## config.mk

```make
export PLATFORM = sky130hd
export DESIGN_NAME = pipelined_subtractor
export DESIGN_NICKNAME = d
export VERILOG_FILES = /design/src/rtl/pipelined_subtractor.sv
export SDC_FILE = /design/constraint.sdc
export NUM_CORES = 1
export LEC_CHECK = 0
export ABC_AREA = 1
export CAP_MARGIN = 20
export CORE_ASPECT_RATIO = 1.2
export CORE_MARGIN = 4
export CORE_UTILIZATION = 43
export DETAILED_ROUTE_END_ITERATION = 8
export PLACE_DENSITY = 0.72
export SYNTH_ARGS = -nofsm -noshare
export SYNTH_HDL_FRONTEND = slang
export SYNTH_SLANG_ARGS = --single-unit
```

## constraint.sdc

```tcl
create_clock -name clk -period 2.2 [get_ports clk]
set_input_delay 0.66 -clock clk [delete_from_list [all_inputs] [get_ports clk]]
set_output_delay 0.66 -clock clk [all_outputs]
set_load 0.02 [all_outputs]
```

## src/rtl/pipelined_subtractor.sv

```systemverilog
// -----------------------------------------------------------------------------
// pipelined_subtractor
//
// Purpose:
//   Segmented, pipelined unsigned subtractor: o = (a - b) mod 2^WIDTH, with a
//   borrow flag that is set when a < b. The borrow chain is cut into SEG-bit
//   segments, and each register stage resolves one segment. The longest
//   combinational path therefore spans a single SEG-bit subtract.
//
// Parameters:
//   WIDTH   operand/result width in bits
//   SEG     bits resolved per stage (WIDTH % SEG must be 0)
//   STAGES  WIDTH/SEG, pipeline depth = latency in cycles
//
// Ports:
//   clk         in   1      rising-edge clock
//   rst_n       in   1      asynchronous active-low reset
//   in_valid    in   1      a/b valid this cycle
//   in_ready    out  1      block accepts a/b this cycle
//   a           in   WIDTH  minuend, unsigned
//   b           in   WIDTH  subtrahend, unsigned
//   out_valid   out  1      o/borrow_out valid
//   out_ready   in   1      downstream accepts result
//   o           out  WIDTH  (a - b) mod 2^WIDTH
//   borrow_out  out  1      1 iff a < b
//
// Handshake:
//   Both sides follow valid/ready. A transfer happens on a rising edge where
//   valid and ready are both high. Once valid is raised, the payload is held
//   stable until that transfer. The pipe uses a global stall: every stage
//   advances when the output slot is empty or is being drained
//   (advance = !out_valid || out_ready). in_ready is exactly that advance
//   signal, so one result can leave and a new operand pair can enter on the
//   same edge.
//
// Data movement:
//   Each stage shifts its operand copies right by SEG. The segment a stage
//   works on is therefore always at bits [SEG-1:0]; this is the input skew.
//   Finished result segments enter at the top of a result shift register
//   and move down one segment per stage; this is the output de-skew. After
//   STAGES stages, segment 0 has reached bit 0 and the result is in place.
// -----------------------------------------------------------------------------
module pipelined_subtractor #(
  parameter int WIDTH = 16,
  parameter int SEG   = 4
) (
  input  logic             clk,
  input  logic             rst_n,
  input  logic             in_valid,
  output logic             in_ready,
  input  logic [WIDTH-1:0] a,
  input  logic [WIDTH-1:0] b,
  output logic             out_valid,
  input  logic             out_ready,
  output logic [WIDTH-1:0] o,
  output logic             borrow_out
);

  localparam int STAGES = WIDTH / SEG;

  generate
    if ((SEG < 1) || (WIDTH % SEG != 0)) begin : g_bad_seg
      $error("pipelined_subtractor: WIDTH (%0d) must be a multiple of SEG (%0d)", WIDTH, SEG);
    end
  endgenerate

  // Stage registers
  logic             r_vld [STAGES];
  logic             r_brw [STAGES];
  logic [WIDTH-1:0] r_a   [STAGES];
  logic [WIDTH-1:0] r_b   [STAGES];
  logic [WIDTH-1:0] r_res [STAGES];

  // Per-stage inputs (from the ports for stage 0, else from the previous stage)
  logic             w_src_vld [STAGES];
  logic             w_src_bin [STAGES];
  logic [WIDTH-1:0] w_src_a   [STAGES];
  logic [WIDTH-1:0] w_src_b   [STAGES];
  logic [WIDTH-1:0] w_src_res [STAGES];

  // Per-stage next-state values
  logic [SEG-1:0]   w_diff     [STAGES];
  logic             w_bout     [STAGES];
  logic [WIDTH-1:0] w_a_next   [STAGES];
  logic [WIDTH-1:0] w_b_next   [STAGES];
  logic [WIDTH-1:0] w_res_next [STAGES];

  logic w_advance;

  assign w_advance = !r_vld[STAGES-1] || out_ready;

  genvar k;
  generate
    for (k = 0; k < STAGES; k++) begin : g_stage
      if (k == 0) begin : g_head
        assign w_src_vld[k] = in_valid;
        assign w_src_bin[k] = 1'b0;
        assign w_src_a[k]   = a;
        assign w_src_b[k]   = b;
        assign w_src_res[k] = '0;
      end else begin : g_body
        assign w_src_vld[k] = r_vld[k-1];
        assign w_src_bin[k] = r_brw[k-1];
        assign w_src_a[k]   = r_a[k-1];
        assign w_src_b[k]   = r_b[k-1];
        assign w_src_res[k] = r_res[k-1];
      end

      // One SEG-bit subtract with borrow-in. The extra top bit catches the
      // borrow-out. This is the only carry path inside a stage.
      assign {w_bout[k], w_diff[k]} = {1'b0, w_src_a[k][SEG-1:0]}
                                    - {1'b0, w_src_b[k][SEG-1:0]}
                                    - (SEG+1)'(w_src_bin[k]);

      assign w_a_next[k]   = w_src_a[k] >> SEG;
      assign w_b_next[k]   = w_src_b[k] >> SEG;
      assign w_res_next[k] = (w_src_res[k] >> SEG) | (WIDTH'(w_diff[k]) << (WIDTH - SEG));
    end
  endgenerate

  always_ff @(posedge clk or negedge rst_n) begin
    if (!rst_n) begin
      for (int i = 0; i < STAGES; i++) begin
        r_vld[i] <= 1'b0;
        r_brw[i] <= 1'b0;
        r_a[i]   <= '0;
        r_b[i]   <= '0;
        r_res[i] <= '0;
      end
    end else if (w_advance) begin
      // Bubbles advance like any other slot; their data is don't-care.
      for (int i = 0; i < STAGES; i++) begin
        r_vld[i] <= w_src_vld[i];
        r_brw[i] <= w_bout[i];
        r_a[i]   <= w_a_next[i];
        r_b[i]   <= w_b_next[i];
        r_res[i] <= w_res_next[i];
      end
    end
  end

  assign in_ready   = w_advance;
  assign out_valid  = r_vld[STAGES-1];
  assign o          = r_res[STAGES-1];
  assign borrow_out = r_brw[STAGES-1];

endmodule

```

==> run summary <==
The worst path in the final design needs a cycle of 2140 ps, including I/O delays and setup. Placed cell area: 4980 um2. The number of rows in the core area is 40, and the Yosys warning count is 0. The tools report the initial cell density of the core as 0.443.

Data on the critical path is required at its endpoint by 1540 ps. Averaged over all synthesized cells, the footprint is 8.83 um2. In this run the worst path has a maximum fanout of 2.

Static timing analysis puts the maximum clock frequency at 466 MHz. Summed over all nets, the half-perimeter wirelength after detailed placement is 5240 um. The leakage component of the power is 0.00271 uW, and the power per cell area is 1430 nW/um2. The number of global-route vias before repair is 3202, and the hold violation count in the final report is 0. The post-route standard cell area excluding fillers is 5280 um2, and the remaining antenna violation count is 0. The share of post-route cells with drive strength above 1 was 0.0443. The logs give 340 ps for the clock insertion delay at the later pin of the skew report and 0.0407 for the global routing met3 resource utilization.

The count of port buffers added during placement was 54. After floorplanning, the core was sized to cover 10100 um2. The beginning of the worst register-to-register path was r_brw[3]. For the pin with the worst max-slew slack, the measured transition is 768 ps. The all-layer global routing usage was 0.144; the post-route clock skew was 4.25 ps. Maximum vdd drop: 0.534 mV. The critical path is of the input pin to output port type. Kind of path behind the tightest hold check: input pin to asynchronous set/reset pin. The run gives 0.525 as the core occupancy in the finished layout. For the number of antenna violations at the first check in global routing, the log shows 0.

In the final routed layout, each cell accounts on average for 11.7 um. CTS built an H-tree with a depth of 3. The worst setup path is captured at an output port. The pin count of the biggest net entering global routing is 107, and the internal portion of total power is 4730 uW. The number of detailed-route iterations in the first pass was 4; the power spent charging and discharging nets was 2820 uW. The run gives 0.539 as the sequential area share after synthesis. The run gives 360 ps as the flop-to-flop setup slack.

The die outline area is 12100 um2, and the width of the die is 101 um. The relative slew slack was 0.488; the worst setup margin was 55.9 ps. The most heavily used metal layer in global routing is met2. Number of buffers created by CTS: 9. The destination of the worst register-to-register timing path was r_brw[2]. At the placement stage, the worst setup path has a slack of -373 ps. In this run, the number of DRC markers left after iteration 0 of detailed routing was 132. Yosys mapped a number of flops with a built-in enable equal to 0. The run gives 0.415 as the combinational group share of total power.

The final setup TNS is 0 ps, and the height of the chip is 120 um. The count of final max-slew check failures was 0. Number of cells traversed by the worst register-to-register path: 9. Synthesis handed over a netlist of 505 instances.

The routed design has 7810 um of wire. The met2 track demand over resource in global routing is 0.227. The worst setup path is launched from an input pin. Dividing the detail-routed via count by the number of cells gives 4.72.

For this run the aggregate overflow at the end of global routing stands at 0. The share of total power in the clock network was 0.198; the first-pass GRT wire length was 14000 um. The synthesized design contains 96 register bits. After detailed routing, the number of remaining DRC violations is 0. For this run, the leading register cell type out of synthesis is dfrtp_1.

The tools report the met1 usage as 0.184. Library cell used as clock root buffer: clkbuf_16. Setup repair after global routing left no endpoint under its margin.

The longest clock path from root to sink contains 2 buffers. During I/O placement, the number of pins put on the boundary was 55. After clock tree synthesis, the setup repair step added 0 buffers.

Synthesized net count: 570. The tools report the final net count as 603. The tools report the weighted congestion reported at the end of routability-driven placement as 0.803.

The repair_antennas step left the layout with diodes totalling 0. Summing over every cut layer, the via total after detailed routing is 3154. TritonCTS built the clock tree.

STA puts the critical path data arrival time at 1480 ps. Setup violations remaining at the end of the flow were counted as 0. Counting distinct cell types in the post-synthesis netlist gives 20. The share of flip-flops with an asynchronous set or reset after synthesis is 1.00, and the post-synthesis to final-layout area growth is 18.3%.

The final cycle utilization of the critical path is 0.975, and the combined area of all synthesized cells is 4460 um2. The clock sink total is 96, and the number of maximum-capacitance violations is 0. Switching fraction of total power: 0.373.

The flow ran to the end, and the final reports show no timing, DRC or antenna violations. Clock-pin slew was measured on the worst setup and hold paths at 60 ps. The sequential group share of total power came out at 0.387.
[stage by stage]
stage | std cells | total power (uW) | hold WS [ps]
after floorplan | 505 | 5320 | 364
after global placement | 653 | 5920 | 437
after detailed placement | 653 | 6090 | 439
after CTS | 668 | 7640 | 275
after global routing | 668 | 8270 | 290
final | 668 | 7550 | 265
[cell type report]
class / instances / area (um2)
Tap cell: 126 / 158
Fill cell: 910 / 4780
Clock inverter: 2 / 12.5
Clock buffer: 13 / 280
Sequential cell: 96 / 2400
Inverter: 68 / 255
Multi-Input combinational cell: 305 / 1580
Timing Repair Buffer: 58 / 592
[layout by cell type (no fill, tap or decap)]
cell / netlist / layout
a21oi_1: 3 / 3
a31oi_1: 3 / 3
buf_12: 0 / 2
buf_2: 12 / 1
buf_4: 18 / 2
buf_6: 1 / 1
clkbuf_16: 0 / 9
clkbuf_8: 0 / 4
clkdlybuf4s50_1: 0 / 52
clkinv_2: 0 / 1
clkinvlp_4: 0 / 1
dfrtp_1: 96 / 96
fa_1: 7 / 7
ha_1: 22 / 22
inv_1: 67 / 67
inv_2: 1 / 1
nand2_1: 188 / 188
nand3_1: 14 / 14
nor2_1: 7 / 7
nor2_4: 1 / 1
o21ai_0: 54 / 54
o21ai_1: 1 / 1
o22ai_1: 1 / 1
or2_2: 1 / 1
xnor2_1: 3 / 3
[synth_stat cells (5+ instances only)]
| master | instances | area share |
|---|---|---|
| ha_1 | 22 | 0.062 |
| nand2_1 | 188 | 0.16 |
| dfrtp_1 | 96 | 0.54 |
| inv_1 | 67 | 0.056 |
| o21ai_0 | 54 | 0.061 |
| fa_1 | 7 | 0.031 |
| buf_4 | 18 | 0.030 |
| buf_2 | 12 | 0.013 |
| clkbuf_1 | 5 | 0.0042 |
| nor2_1 | 7 | 0.0059 |
| nand3_1 | 14 | 0.016 |
[state kept, by name, summed over array words and instances (netlist names)]
name	flops
borrow_out	1
o	16
out_valid	1
r_a	24
r_b	24
r_brw	3
r_res	24
r_vld	3
[power by group through the flow]
stage               sequential [uW]  combinational, uW  clock (uW)
floorplan                      2870               2450           0
global route                   3000               3660        1610
CTS                            2920               3190        1530
detailed placement             2940               3150           0
finish                         2920               3130        1490
global placement               2920               3010           0
[routing by layer]
metal,part of all wire,vias up
li1,-,1598
met1,0.46,1497
met2,0.47,44
met3,0.042,15
met4,0.023,0
met5,0,-
[logic make-up (layout without fill, tap and decap cells)]
logic type,count (synthesis),in the layout,synth area share
DFF,96,96,0.539
buffers and inverters,104,141,0.108
and+or+nand+nor,211,211,0.184
AOI/OAI and AO/OA,62,62,0.0707
xor gates and xnor gates,3,3,0.00589
adders and majority gates,29,29,0.0932
[worst max-delay path, cell delays in order]
cell and delay, ps:
clkdlybuf4s50_1 510, nor2_4 60, inv_2 90, buf_2 170
[how the worst max path moves through the flow]
stage               startpoint        to  slack (ps)  depth (start not counted)
floorplan            out_ready  in_ready         370                          4
CTS                  out_ready  in_ready          60                          4
global placement     out_ready  in_ready        -390                          4
finish               out_ready  in_ready          60                          4
global route         out_ready  in_ready          20                          4
detailed placement   out_ready  in_ready        -370                          4
[what timing repair did]
item	in CTS	in global routing
setup endpoints to repair	1	8
hold buffers	0	0
resized for setup	4	1
cloned	0	0
Note: power is estimated with default switching activity, not from simulation.
==> patch, RTL diff (same flow settings) <==
The parameter `WIDTH` goes from 16 to 32.
--- a/src/rtl/pipelined_subtractor.sv
+++ b/src/rtl/pipelined_subtractor.sv
@@ -41,7 +41,7 @@
 //   STAGES stages, segment 0 has reached bit 0 and the result is in place.
 // -----------------------------------------------------------------------------
 module pipelined_subtractor #(
-  parameter int WIDTH = 16,
+  parameter int WIDTH = 32,
   parameter int SEG   = 4
 ) (
   input  logic             clk,
Ports: changed (resized a, b and o); port bits go from 55 to 103. No check against the original RTL was run, so the function may have changed too.
==> patch against the unedited design <==
- setup slack lost 0.0051 ns
- global-route usage up 0.31 points
- die area increased to 3.4 times the old value
- final area rose to 3.5 times the old value
- critical path type is now reg -> out
- maximum frequency is 0.24% lower
- sequential cell count is 288 higher
- first-iteration DRC count increased to 6.5 times the old value
- count of clock-buffer cells in the layout rose by 44
- routed wire length increased to 3.7 times the old value
- clock power rose to 4.5 times the old value
- area after synthesis grew to 3.6 times the old value
- power grew to 3.6 times the old value
==> patch: results (changes against the unedited design) <==
Commonest cells post-synth nand2_1 (965), dfrtp_1 (384), inv_1 (132) (was nand2_1 (188), dfrtp_1 (96), inv_1 (67)); routed len/inst 12.2 um (was 11.7 um); outcome completed (unchanged); reg2reg end r_brw[1]$_DFFE_PN0P_ (was r_brw[2]$_DFFE_PN0P_); clk_lat worst skew 0.54 ns (was 0.34 ns); Avg Synthesized Cell Area 8.90 um^2 (was 8.83 um^2); layout cell share with drive strength beyond 1 4.52% (was 4.43%); vias in the first global route 11000 (was 3202); DRT Wirelength 29.0 mm (was 7.81 mm); leakage 10.0 nW (was 2.71 nW); CTS buffer count 40 (was 9); crit path from o[24]$_DFFE_PN0P_ (was out_ready); Fillers 3425 (was 910); pin slew with the least headroom to its limit 0.743 ns (was 0.768 ns); number of placed instances with taps included 2303 (was 653); pin count of the biggest net entering global routing 168 (was 107); first-pass GRT wire length 51.6 mm (was 14.0 mm); PortBufs 102 (was 54); H-tree depth 2 (was 3); Hold Slack 0.0207 ns (was 0.265 ns); First DRT Iteration DRCs 862 (was 132); skew final 0.0153 ns (was 0.00425 ns); capture point of the worst path o[24] (was in_ready); Synth area leaders dfrtp_1 (59%), nand2_1 (22%), ha_1 (3.4%) (was dfrtp_1 (54%), nand2_1 (16%), ha_1 (6.2%)); DR pass1 iterations 5 (was 4); largest registers r_a: 112 flops, r_b: 112 flops, r_res: 112 flops (was r_a: 24 flops, r_b: 24 flops, r_res: 24 flops); VDD IR max 0.726 mV (was 0.534 mV); met3 usage 2.69% (was 4.07%); register area share after synthesis 59.1% (was 53.9%); Via density 4.60 (was 4.72); fin crit period 2.15 ns (was 2.14 ns); M1 GR Usage 21.3% (was 18.4%); Crit path largest cell delay 0.62 ns (was 0.51 ns); HPWL after DPL 17.5 mm (was 5.24 mm); Post-DP Area 17300 um^2 (was 4980 um^2); CTS max path bufs 3 (was 2)
-- patch: cell count changes in the layout (fill, tap and decap cells not counted), moves of 12 or more --
cell and delta:
nand3_1 +17, dfrtp_1 +288, o21ai_0 +51, ha_1 +22, clkdlybuf4s50_1 +17, inv_1 +65
clkbuf_16 +32, dlygate4sd2_1 +19, dlymetal6s2s_1 +12, nand2_1 +777
-- patch: cells by family after synthesis --
logic type	after synthesis	share of synthesized area, %
flops	384	59.1
fa+ha+maj	59	5.24
simple gates	1014	23.8
xor+xnor	6	0.323
buf+inv	249	7.96
compound gates	115	3.60
-- patch: repair_timing --
item                                    4_1_cts  5_1_grt
pin swaps                                     1        0
resized for setup                            23       12
endpoints found under the setup margin       19       12
-- patch: layout make-up --
type	count	area, um^2	area share [%]
clock buffers	57	1170	6.26
clock inverters	15	146	0.785
inverters	133	507	2.72
multi-input cells	1194	5350	28.7
flip-flops and latches	384	9610	51.5
well taps	474	593	3.18
repair buffers	118	1270	6.83
-- patch: where the power goes --
| part | internal [W] | switching, W |
|---|---|---|
| logic | 0.00351 | 0.00553 |
| registers | 0.0102 | 0.00156 |
| clock network | 0.00395 | 0.00272 |
| total | 0.0177 | 0.00981 |
-- patch: routing by layer --
metal | part of all wire [%] | up-vias
met5 | 0 | -
met4 | 1.7 | 0
met3 | 3.7 | 34
met2 | 45 | 152
met1 | 50 | 5115
li1 | - | 5617
-- patch: worst reg2reg max path, cell delays in order (launching register included) --
cell     delay (ns)
dfrtp_1        0.34
inv_1          0.06
fa_1           0.48
fa_1           0.44
inv_1          0.07
nand2_1        0.07
nand2_1        0.08
nand3_1        0.07
nand3_1        0.09
nand2_1        0.06
